[src/rtl/uart_rx_buffer.sv]
// uart_rx_buffer: assembles UART data bits (LSB first) into bytes and commits
// them on the stop-bit strobe to a first-word-fall-through receive FIFO that
// is drained through a valid/ready handshake. Sticky Overflow flag; optional
// stop-bit framing check enabled by defining UART_RX_FRAMING_CHECK_EN.
module uart_rx_buffer #(
  parameter int FIFO_DEPTH = 16
) (
  input  logic                          Clk,
  input  logic                          Rst_n,
  input  logic                          RXD,
  input  logic                          RX_Valid,
  input  logic                          RX_Load,
  output logic [7:0]                    Data_Out,
  output logic                          Data_Valid,
  input  logic                          Data_Ready,
  output logic                          Full,
  output logic [$clog2(FIFO_DEPTH):0]   Level,
  output logic                          Overflow,
  output logic                          Frame_Err,
  input  logic                          Clear_Err
);

  localparam int PW = $clog2(FIFO_DEPTH);
  localparam int LW = PW + 1;

  logic [7:0]    sh;
  logic [3:0]    bcnt;
  logic [7:0]    mem [FIFO_DEPTH];
  logic [PW-1:0] wr_ptr;
  logic [PW-1:0] rd_ptr;
  logic [LW-1:0] level_q;
  logic          overflow_q;

  logic frame_done;
  logic stop_ok;
  logic push_req;
  logic pop;
  logic push_acc;
  logic ovf_set;

  // Byte assembly: shift on each data-bit strobe until 8 bits are held;
  // the stop-bit strobe always restarts the bit count.
  always_ff @(posedge Clk) begin
    if (!Rst_n) begin
      sh   <= '0;
      bcnt <= '0;
    end else if (RX_Load) begin
      bcnt <= '0;
    end else if (RX_Valid && bcnt != 4'd8) begin
      // NOTE: non-blocking assignments so every register samples pre-edge values.
      sh   <= {RXD, sh[7:1]};
      bcnt <= bcnt + 4'd1;
    end
  end

  assign frame_done = RX_Load && (bcnt == 4'd8);

`ifdef UART_RX_FRAMING_CHECK_EN
  logic frame_err_q;

  assign stop_ok = RXD;

  // Sticky framing error: a complete frame whose stop bit reads 0.
  always_ff @(posedge Clk) begin
    if (!Rst_n) frame_err_q <= 1'b0;
    else        frame_err_q <= (frame_done && !RXD) || (frame_err_q && !Clear_Err);
  end

  assign Frame_Err = frame_err_q;
`else
  assign stop_ok   = 1'b1;
  assign Frame_Err = 1'b0;
`endif

  // Handshake decode: a simultaneous pop frees the slot a full FIFO needs.
  assign push_req = frame_done && stop_ok;
  assign pop      = Data_Valid && Data_Ready;
  assign push_acc = push_req && (!Full || pop);
  assign ovf_set  = push_req && Full && !pop;

  // Storage write port.
  always_ff @(posedge Clk) begin
    // NOTE: storage is deliberately not reset; Data_Out is masked while empty.
    if (push_acc) mem[wr_ptr] <= sh;
  end

  // Pointers and occupancy counter.
  always_ff @(posedge Clk) begin
    if (!Rst_n) begin
      wr_ptr  <= '0;
      rd_ptr  <= '0;
      level_q <= '0;
    end else begin
      if (push_acc) wr_ptr <= wr_ptr + PW'(1);
      if (pop)      rd_ptr <= rd_ptr + PW'(1);
      case ({push_acc, pop})
        2'b10:   level_q <= level_q + LW'(1);
        2'b01:   level_q <= level_q - LW'(1);
        default: level_q <= level_q;
      endcase
    end
  end

  // Sticky overflow: a set event in the same cycle as Clear_Err wins.
  always_ff @(posedge Clk) begin
    if (!Rst_n) overflow_q <= 1'b0;
    else        overflow_q <= ovf_set || (overflow_q && !Clear_Err);
  end

  assign Level      = level_q;
  assign Full       = (level_q == LW'(FIFO_DEPTH));
  assign Data_Valid = (level_q != '0);
  assign Data_Out   = Data_Valid ? mem[rd_ptr] : 8'h00;
  assign Overflow   = overflow_q;

endmodule

[config.mk]
export PLATFORM = sky130hd
export DESIGN_NAME = uart_rx_buffer
export DESIGN_NICKNAME = d
export VERILOG_FILES = /design/src/rtl/uart_rx_buffer.sv
export SDC_FILE = /design/constraint.sdc
export NUM_CORES = 1
export LEC_CHECK = 0
export ABC_AREA = 1
export CORE_AREA = 5 5 143 145
export CTS_CLUSTER_DIAMETER = 60
export DETAILED_ROUTE_END_ITERATION = 10
export DIE_AREA = 0 0 148 150
export PLACE_DENSITY = 0.51
export SLEW_MARGIN = 40
export SYNTH_ARGS = -nofsm -noshare
export SYNTH_HDL_FRONTEND = slang
export SYNTH_SLANG_ARGS = --single-unit
[constraint.sdc]
create_clock -name Clk -period 2.7 [get_ports Clk]
set_input_delay 0.54 -clock Clk [delete_from_list [all_inputs] [get_ports Clk]]
set_output_delay 0.54 -clock Clk [all_outputs]
set_load 0.1 [all_outputs]
Yosys cells after proc, flatten, opt, wreduce, memory -nomap -nowiden
Memories as Yosys holds them, arrays and structs flattened. A register that Yosys moved wholly into a read port is not among the register bits.
Index checks and enable logic that the tools add are counted.
- register bits after elaboration: 26
- output and inout port bits: 17
- RAM bits: 128
- input port bits: 7
- memories: 1
- memories (memory ; depth ; bits a word ; read ports ; clocked after Yosys merged registers in ; wr ports ; line ; source):
    mem ; 16 ; 8 ; 1 ; 1 ; 1 ; 28 ; logic [7:0] mem [FIFO_DEPTH];
- reductions and logical operators: 16
- eq/ne operators: 5
- add/subtract/negate cells: 5
- multiplexer cells: 6
- bitwise logic cells: 2
- operators by type and width (operator ; count):
    4-bit by 1-bit adder with 4-bit output (second input constant) ; 3
    5-bit case mux with 2 select lines ; 1
    4-bit 2-to-1 mux ; 2
    8-bit 2-to-1 mux ; 1
    1-bit logical AND ; 7
    5-bit by 1-bit adder with 5-bit output (second input constant) ; 1
    5-bit == test (second input constant) ; 1
    5-bit nonzero test ; 1
    5-bit by 1-bit subtractor with 5-bit output (second input constant) ; 1
    4-bit == test (second input constant) ; 1
    4-bit inequality test (second input constant) ; 1
    1-bit zero test ; 3
    2-bit by 1-bit == test with 1-bit output (second input constant) ; 1
    2-bit == test (second input constant) ; 1
    1-bit logical OR ; 2
    1-bit 2-to-1 mux ; 2
    1-bit NOT ; 2
    2-bit AND reduction ; 1
    2-bit nonzero test ; 1
    2-bit OR reduction ; 1

Logic depth before layout (Yosys ltp)
Gate-level depths: netlist of the first run.
- word-level depth: 6
- gate-level depth with buffers: 16
- depth with buffers taken out: 16

Worst setup path after synthesis of the first run
OpenSTA, ideal clock, no wires.
- path kind: reg-to-output
- start point: register level_q[4], in the netlist Level[4]
- end point: output Data_Out[0]
- buffers on the path: 0
- stages on the path, launching flop included: 5
- data arrival time: 3261 ps
- path slack: -1101 ps
- path through: dfxtp_1 inv_1 nand3_4 inv_1 a21oi_1
- longest elaborated chain between the ends: 2
- RTL lines (what ; line ; source):
    start: declaration ; 31 ; logic [LW-1:0] level_q;
    start signal: assignment ; 97 ; 2'b10: level_q <= level_q + LW'(1);
    start signal: assignment ; 98 ; 2'b01: level_q <= level_q - LW'(1);
    start signal: assignment ; 99 ; default: level_q <= level_q;
    5-bit nonzero test ; 112 ; assign Data_Valid = (level_q != '0);
    named net Data_Valid ; 14 ; output logic Data_Valid,
    8-bit 2-to-1 mux ; 113 ; assign Data_Out = Data_Valid ? mem[rd_ptr] : 8'h00;
    end: declaration ; 13 ; output logic [7:0] Data_Out,
The timed path passes the listed nets, and every way through them passes these cells.

==> results.md, run 1 <==
- The flow ran to the end, and the final reports show no timing, DRC or antenna violations.
- The sequential-to-total area share from yosys stat is 0.6797.
- Detailed placement ended at an HPWL of 9360 um.
- The floorplan die height is 150 um.
- Averaged over all synthesized cells, the footprint is 11.68 um2.
- The layout overhead on the synthesized area is 24.21%.
- The max-slew violation total from the final report was 0.
- Across every metal layer, demand over resource in global routing totals 0.1463.
- The routed layout has 4358 vias.
- The post-layout total power is 9.013 mW.
- After detailed routing, the number of vias per cell comes to 5.109.
- Setup repair after global routing could not meet its margin everywhere.
- Before antenna repair, the detailed router went through 5 iterations.
- The worst setup path is of the reg -> out kind.
- At the end of routability-driven placement, the weighted congestion stood at 0.7950.
- The cell area after layout is 8122 um2.
- The kind of end point of the critical path is a primary output.
- The initial detailed-routing violation count is 353.
- The H-tree was split into 4 levels.
- The total overflow left after global routing is 0.
- The placed instances occupy a cell area of 7284 um2.
- By area the synthesized netlist is led by edfxtp_1 59%, dfxtp_1 9.2%, o21ai_0 6.4%.
- The worst slew slack as a fraction of its limit is 0.4703.
- The pin count of the biggest net entering global routing is 33.
- The initial standard-cell utilization of the core is 0.3427.
- CTS saw 158 sinks.
- The portion of synthesized cell area occupied by the leading cell type is 0.5878.
- After clock tree synthesis, the clock-pin slew on the worst setup and hold paths is 0.06 ns.
- The number of antenna violations at the first check in global routing is 0.
- At the worst endpoint, the arrival time is 2.08 ns.
- The number of library cell types mapped by synthesis is 38.
- The net count after synthesis is 576.
- Counting the fill cells in the layout gives 1725.
- The area of the die is 22200 um2.
- The clock tree buffer depth is 2.
- After synthesis the netlist holds a flip-flop and latch count of 158.
- The worst setup skew after layout is 0.01059 ns.
- The post-synthesis cell area is 6539 um2.
- The floorplan step set the die width to 148 um.
- The row count is 51.
- The routed design could run at a clock period as short as 2.621 ns.
- Dividing the detail-routed wire length by the instance count gives 18.36 um.
- The number of max-cap violations is 0.
- The static power due to leakage is 2.807 nW.
- For this run, the top clock speed supported by timing is 381.5 MHz.
- After clock tree synthesis, the flow added hold-fix buffers numbering 0.
- In the final layout, the multi-input gates occupy 1922 um2.
- The gate count of the mapped netlist is 560.
- The min-delay analysis places its worst path in the category reg -> reg.
- The fraction of layout instances using a drive strength above 1 is 0.2033.
- The first-pass GRT wire length is 24380 um.
- The total wire length is 15660 um.
- In this run the tool buffered the top-level ports with 22 buffer cells.
- The number of design rule violations left after detail routing is 0.
- Among all flip-flop cells after synthesis, the most frequent one is edfxtp_1.
- The maximum ir drop on the vdd rail is 0.8482 mV.
- The CTS tree is yes.
- The net count of the finished layout is 618.
- The sequential cells in the finished layout cover a total of 4458 um2.
- The biggest area consumer among synthesized cells is edfxtp_1.
- The nature of the critical path startpoint is a flip-flop.
- The via count of the first global-routing pass is 4247.
- The CTS buffer count is 17.
- Setup violations remaining at the end of the flow were counted as 0.
- The post-detailed-route count of antenna-violating nets is 0.
- The total number of yosys warnings is 0.
- At the end of the flow the core is filled with cells to 0.4257.
- The worst path required time is 2.16 ns.
- The biggest fanout along the worst timing path is 8.
- The power density over the cells is 1110 nW/um2.
- At the pin with the least slew margin, the transition time is 0.7935 ns.
- The number of flops mapped to enable cells by yosys is 128.
- The clock reaches the later pin of the worst-skew pair after 0.42 ns.
- The final antenna diode count is 0.
- The number of hold violations in the final report is 0.
- The cell sitting at the root of the clock tree is a clkbuf_16.
- The area of the placeable core is 19080 um2.
- The ratio of final minimum period to clock period is 0.9707.
- The share of flip-flops with an asynchronous set or reset is 0.
- The number of top-level pins is 24.
- For the final routed database, the setup TNS stands at 0 ns.
[synth_stat cells (2+ instances only)]
library cell and n:
nand2_2 2, inv_1 36, o21ai_0 83, nand3_1 22
clkbuf_1 11, inv_2 5, o21ai_1 5, nor2_4 2
ha_1 9, nand4_1 2, o221ai_1 26, nand2_4 2
inv_4 2, clkbuf_2 2, nand3_4 2, edfxtp_1 128
o22ai_1 6, nand2_1 27, a21oi_1 28, nor2_2 5
buf_2 12, nor2_1 98, dfxtp_1 30
[area by class of cell]
cell class	instances	share of cell area
sequential	158	0.5489
multi-input combinational	330	0.2366
timing repair buffer	51	0.07919
clock buffer	22	0.05592
tap	238	0.03667
inverter	44	0.02249
clock inverter	10	0.02018
[cells by family after synthesis]
kind of cell / count (synthesis) / synth area share
other cells: 1 / 0.0005735
flops: 158 / 0.6797
buf+inv: 72 / 0.04726
xor+xnor: 1 / 0.001340
fa+ha+maj: 9 / 0.01722
simple gates: 168 / 0.1190
compound gates: 151 / 0.1349
[registers in the layout, summed over array words and instances, names as in the netlist, named ones only]
| signal | cells |
|---|---|
| rd_ptr | 4 |
| wr_ptr | 4 |
| Overflow | 1 |
| mem | 128 |
| sh | 8 |
| bcnt | 4 |
| Level | 5 |
[cell usage in the layout (no fill, tap or decap), types with 2 or more instances in the layout]
| cell | instances |
|---|---|
| nand3_4 | 2 |
| nor2_2 | 5 |
| clkdlybuf4s50_1 | 6 |
| a21oi_4 | 9 |
| clkbuf_1 | 4 |
| ha_1 | 9 |
| nor2_1 | 98 |
| o221ai_2 | 4 |
| o21ai_1 | 6 |
| dfxtp_4 | 2 |
| dfxtp_2 | 5 |
| a21oi_1 | 20 |
| edfxtp_1 | 128 |
| buf_4 | 28 |
| inv_4 | 2 |
| o21ai_0 | 79 |
| nor2_4 | 2 |
| nand3_1 | 20 |
| nand4_1 | 2 |
| bufinv_16 | 4 |
| nand2_2 | 2 |
| clkbuf_16 | 18 |
| nand3_2 | 3 |
| inv_2 | 5 |
| buf_12 | 13 |
| nand2_1 | 27 |
| clkinvlp_4 | 6 |
| buf_16 | 2 |
| o221ai_1 | 22 |
| o22ai_1 | 6 |
| dfxtp_1 | 23 |
| inv_1 | 34 |
| o21ai_2 | 3 |
| nand2_4 | 2 |
[power breakdown]
group          total [mW]  switching (mW)  internal [mW]
clock network        2.48           0.913           1.57
logic                3.67            2.47           1.20
registers            2.86           0.136           2.72
total                9.01            3.52           5.49
[final timing paths]
| path | startpoint | end | slack, ns | cells after the start |
|---|---|---|---|---|
| setup / recovery | flip-flop | Data_Out[3] | 0.08 | 7 |
| hold reg to reg | rd_ptr[3] | rd_ptr[3] | 0.46 | 2 |
| hold / removal | rd_ptr[3] | rd_ptr[3] | 0.46 | 2 |
| setup reg to reg | bcnt[1] | Level[4] | 0.67 | 14 |
[worst max-delay path, cell delays in order (launching register included)]
cell,delay [ns]
dfxtp_2,0.38
clkinvlp_4,0.19
buf_12,0.15
o21ai_0,0.10
o221ai_2,0.24
nand3_1,0.19
a21oi_4,0.22
buf_12,0.19
[stage by stage]
stage	instances	hold slack, ns	setup WS, ns
6_report	853	0.4643	0.07905
5_1_grt	853	0.4927	-0.02809
4_1_cts	852	0.4647	0.003078
3_5_place_dp	816	0.4534	0.1847
3_3_place_gp	816	0.4508	0.1914
2_1_floorplan	560	0.4363	0.01989
[metal layers]
metal / part of all wire / track usage / vias to the layer above
li1: - / - / 2100
met1: 0.44 / 0.1872 / 2130
met3: 0.054 / 0.03937 / 14
met5: 0 / 0 / -
met4: 0.012 / 0.04388 / 0
met2: 0.49 / 0.2443 / 114
[timing repair]
action | CTS | global route
buffers inserted | 1 | 0
resized for setup | 16 | 11
pin swaps | 1 | 10
endpoints found under the setup margin | 8 | 8
cloned | 3 | 1
(Power assumes the default switching activity.)
==> inputs of run 2 (changes only) <==
--- a/config.mk
+++ b/config.mk
@@ -15,3 +15,4 @@
 export SYNTH_ARGS = -nofsm -noshare
 export SYNTH_HDL_FRONTEND = slang
 export SYNTH_SLANG_ARGS = --single-unit
+export TNS_END_PERCENT = 50
==> results.md, run 2 (synthesis gave the netlist of run 1 again) <==
- The ratio of final minimum period to clock period is 0.9835 (+0.01282).
- The time the worst path needs with I/O delays and setup is 2.656 ns (+0.03462 ns).
- The post-detailed-route via-to-cell ratio is 5.126 (+0.33%).
- The number of detailed-route iterations in the first pass is 5 (unchanged).
- The utilization of the core after routing is 0.4288 (+0.003148).
- The pin count of the biggest net entering global routing is 33 (unchanged).
- The kind of end point of the critical path is a primary output.
- Setup repair after global routing could not meet its margin everywhere.
- The floorplan die height is 150 um (unchanged).
- The initial detailed-routing violation count came to 356 (+0.85%).
- The number of levels the H-tree was split into is 4 (unchanged).
- The CTS buffer count is 17 (unchanged).
- The worst setup path is launched from a flip-flop.
- The area of the die was 22200 um2 (unchanged).
- The maximum clock frequency is 376.6 MHz (-1.3%).
- The biggest fanout along the worst timing path is 16 (+8).
- In this run the worst hold path is classified as reg -> reg.
- The number of standard cells in the final layout excluding fillers was 858 (+0.59%).
- The post-detailed-route count of antenna-violating nets is 0 (unchanged).
- The area of the placeable core is 19080 um2 (unchanged).
- The final antenna diode count is 0 (unchanged).
- The via count of the first global-routing pass came to 4247 (unchanged).
- The worst path required time is 2.16 ns (about the same).
- The clock transition time at the flip-flop clock pins of the worst setup and hold paths came to 0.06 ns (about the same).
- The power density over the cells is 1109 nW/um2 (about the same).
- The slew of the pin with the lowest slew margin was 0.7765 ns (-0.01695 ns).
- The first-pass GRT wire length is 24380 um (unchanged).
- The worst slew slack as a fraction of its limit is 0.4816 (+0.01132).
- The register with the most flip-flops in the final layout is mem.
- The number of antenna violations at the first check in global routing is 0 (unchanged).
- Leaving out fill and tap cells, the most frequent cells in the layout are 128 x edfxtp_1, 97 x nor2_1, 80 x o21ai_0.
- The initial standard-cell utilization of the core is 0.3427 (unchanged).
- The final weighted congestion of routability-driven global placement was 0.7950 (unchanged).
- The sum of net half-perimeters after detailed placement is 9360 um (unchanged).
- The count of buffers inserted at the top-level ports is 22 (unchanged).
- The total negative slack is 0 ns (unchanged).
- The clock tree buffer depth is 2 (unchanged).
- The worst setup skew after layout was 0.008995 ns (-0.001591 ns).
- From synthesis to final layout, the design area changed by 25.12%.
- The overflow left after global routing is 0 (unchanged).
- The number of hold violations in the final report is 0 (unchanged).
- The data arrival time of the critical path is 2.12 ns (+0.04 ns).
- The overall via count from detail_route is 4398 (+0.92%).
- The total of endpoints with negative setup slack in the final report is 0 (unchanged).
- The critical path is of the reg -> out type.
- The static power due to leakage came to 2.834 nW (+0.97%).
- The total wire length is 15990 um (+2.1%).
- The flow ran to the end, and the final reports show no timing, DRC or antenna violations.
- The CTS tree is yes.
- The detail-routed net length per standard cell is 18.64 um (+1.5%).
- The number of max-cap violations is 0 (unchanged).
- The total clock sinks is 158 (unchanged).
- The total instance count after detailed placement is 816 (unchanged).
- The post-layout total power was 9.071 mW (+0.65%).
- The flip-flop count of the largest register after layout is 128 (unchanged).
- The leading cell type in the layout, fill and taps excluded is edfxtp_1.
- The maximum ir drop on the vdd rail is 0.8494 mV (+0.13%).
- The cell at the root of the clock tree is clkbuf_16.
- The fraction of layout instances using a drive strength above 1 is 0.2113 (+0.008038).
- The row count is 51 (unchanged).
- The number of top-level pins is 24 (unchanged).
- The clock latency reported for the late side of the worst-skew pair is 0.42 ns (about the same).
- The global-route usage over all layers is 0.1463 (unchanged).
- The number of design rule violations left after detail routing is 0 (unchanged).
- The net count of the finished layout is 623 (+0.81%).
- The overall die width is 148 um (unchanged).
- The max-slew violation total from the final report was 0 (unchanged).
- The worst hold margin was 0.4643 ns (-0.000008000 ns).
run 2: stage by stage:
stage               cell area (um2)  worst slack, ns
global placement               7284           0.1914
CTS                            8071       -0.0006393
floorplan                      6638          0.01989
global route                   8182         -0.01827
detailed placement             7284           0.1847
finish                         8182          0.04443
run 2: path summary, 6_finish.rpt:
check / start / to / slack [ns] / depth (start not counted)
worst min-delay path: rd_ptr[3] / rd_ptr[3] / 0.46 / 2
worst min register to register: rd_ptr[3] / rd_ptr[3] / 0.46 / 2
worst max-delay path: flip-flop / Data_Out[6] / 0.04 / 9
worst max register to register: bcnt[1] / Level[4] / 0.67 / 14
run 2: final cells by class:
| class | count | area, um2 |
|---|---|---|
| Clock buffer | 22 | 454.2 |
| Clock inverter | 10 | 163.9 |
| Fill cell | 1718 | 10900 |
| Inverter | 44 | 182.7 |
| Multi-Input combinational cell | 330 | 1924 |
| Sequential cell | 158 | 4458 |
| Tap cell | 238 | 297.8 |
| Timing Repair Buffer | 56 | 700.7 |
run 2: report_power, final:
| group | internal (mW) | total [mW] | switching, mW | leakage (nW) |
|---|---|---|---|---|
| Sequential | 2.72 | 2.87 | 0.145 | 1.42 |
| Clock | 1.57 | 2.49 | 0.915 | 0.287 |
| Combinational | 1.22 | 3.72 | 2.50 | 1.12 |
run 2: critical path, cell delays in order (launching register included):
cell	delay, ns
dfxtp_4	0.40
inv_6	0.13
buf_12	0.16
o21ai_0	0.11
o22ai_1	0.21
nor2_1	0.08
nor2_1	0.16
o21ai_2	0.11
a21oi_4	0.15
buf_12	0.19
run 2: per-layer routing:
| layer | global-route usage | up-vias | routed length [um] | share of wire |
|---|---|---|---|---|
| met5 | 0 | - | 0 | 0 |
| met4 | 0.04388 | 0 | 260 | 0.016 |
| met3 | 0.03937 | 17 | 711 | 0.044 |
| met2 | 0.2443 | 102 | 7912 | 0.49 |
| met1 | 0.1872 | 2169 | 7109 | 0.44 |
| li1 | - | 2110 | - | - |
run 2: timing repair:
item | CTS | global route
gates cloned | 3 | 2
pin swaps | 1 | 11
setup endpoints to repair | 8 | 8
hold buffers | 0 | 0
buffers inserted | 1 | 4
resized for setup | 15 | 12
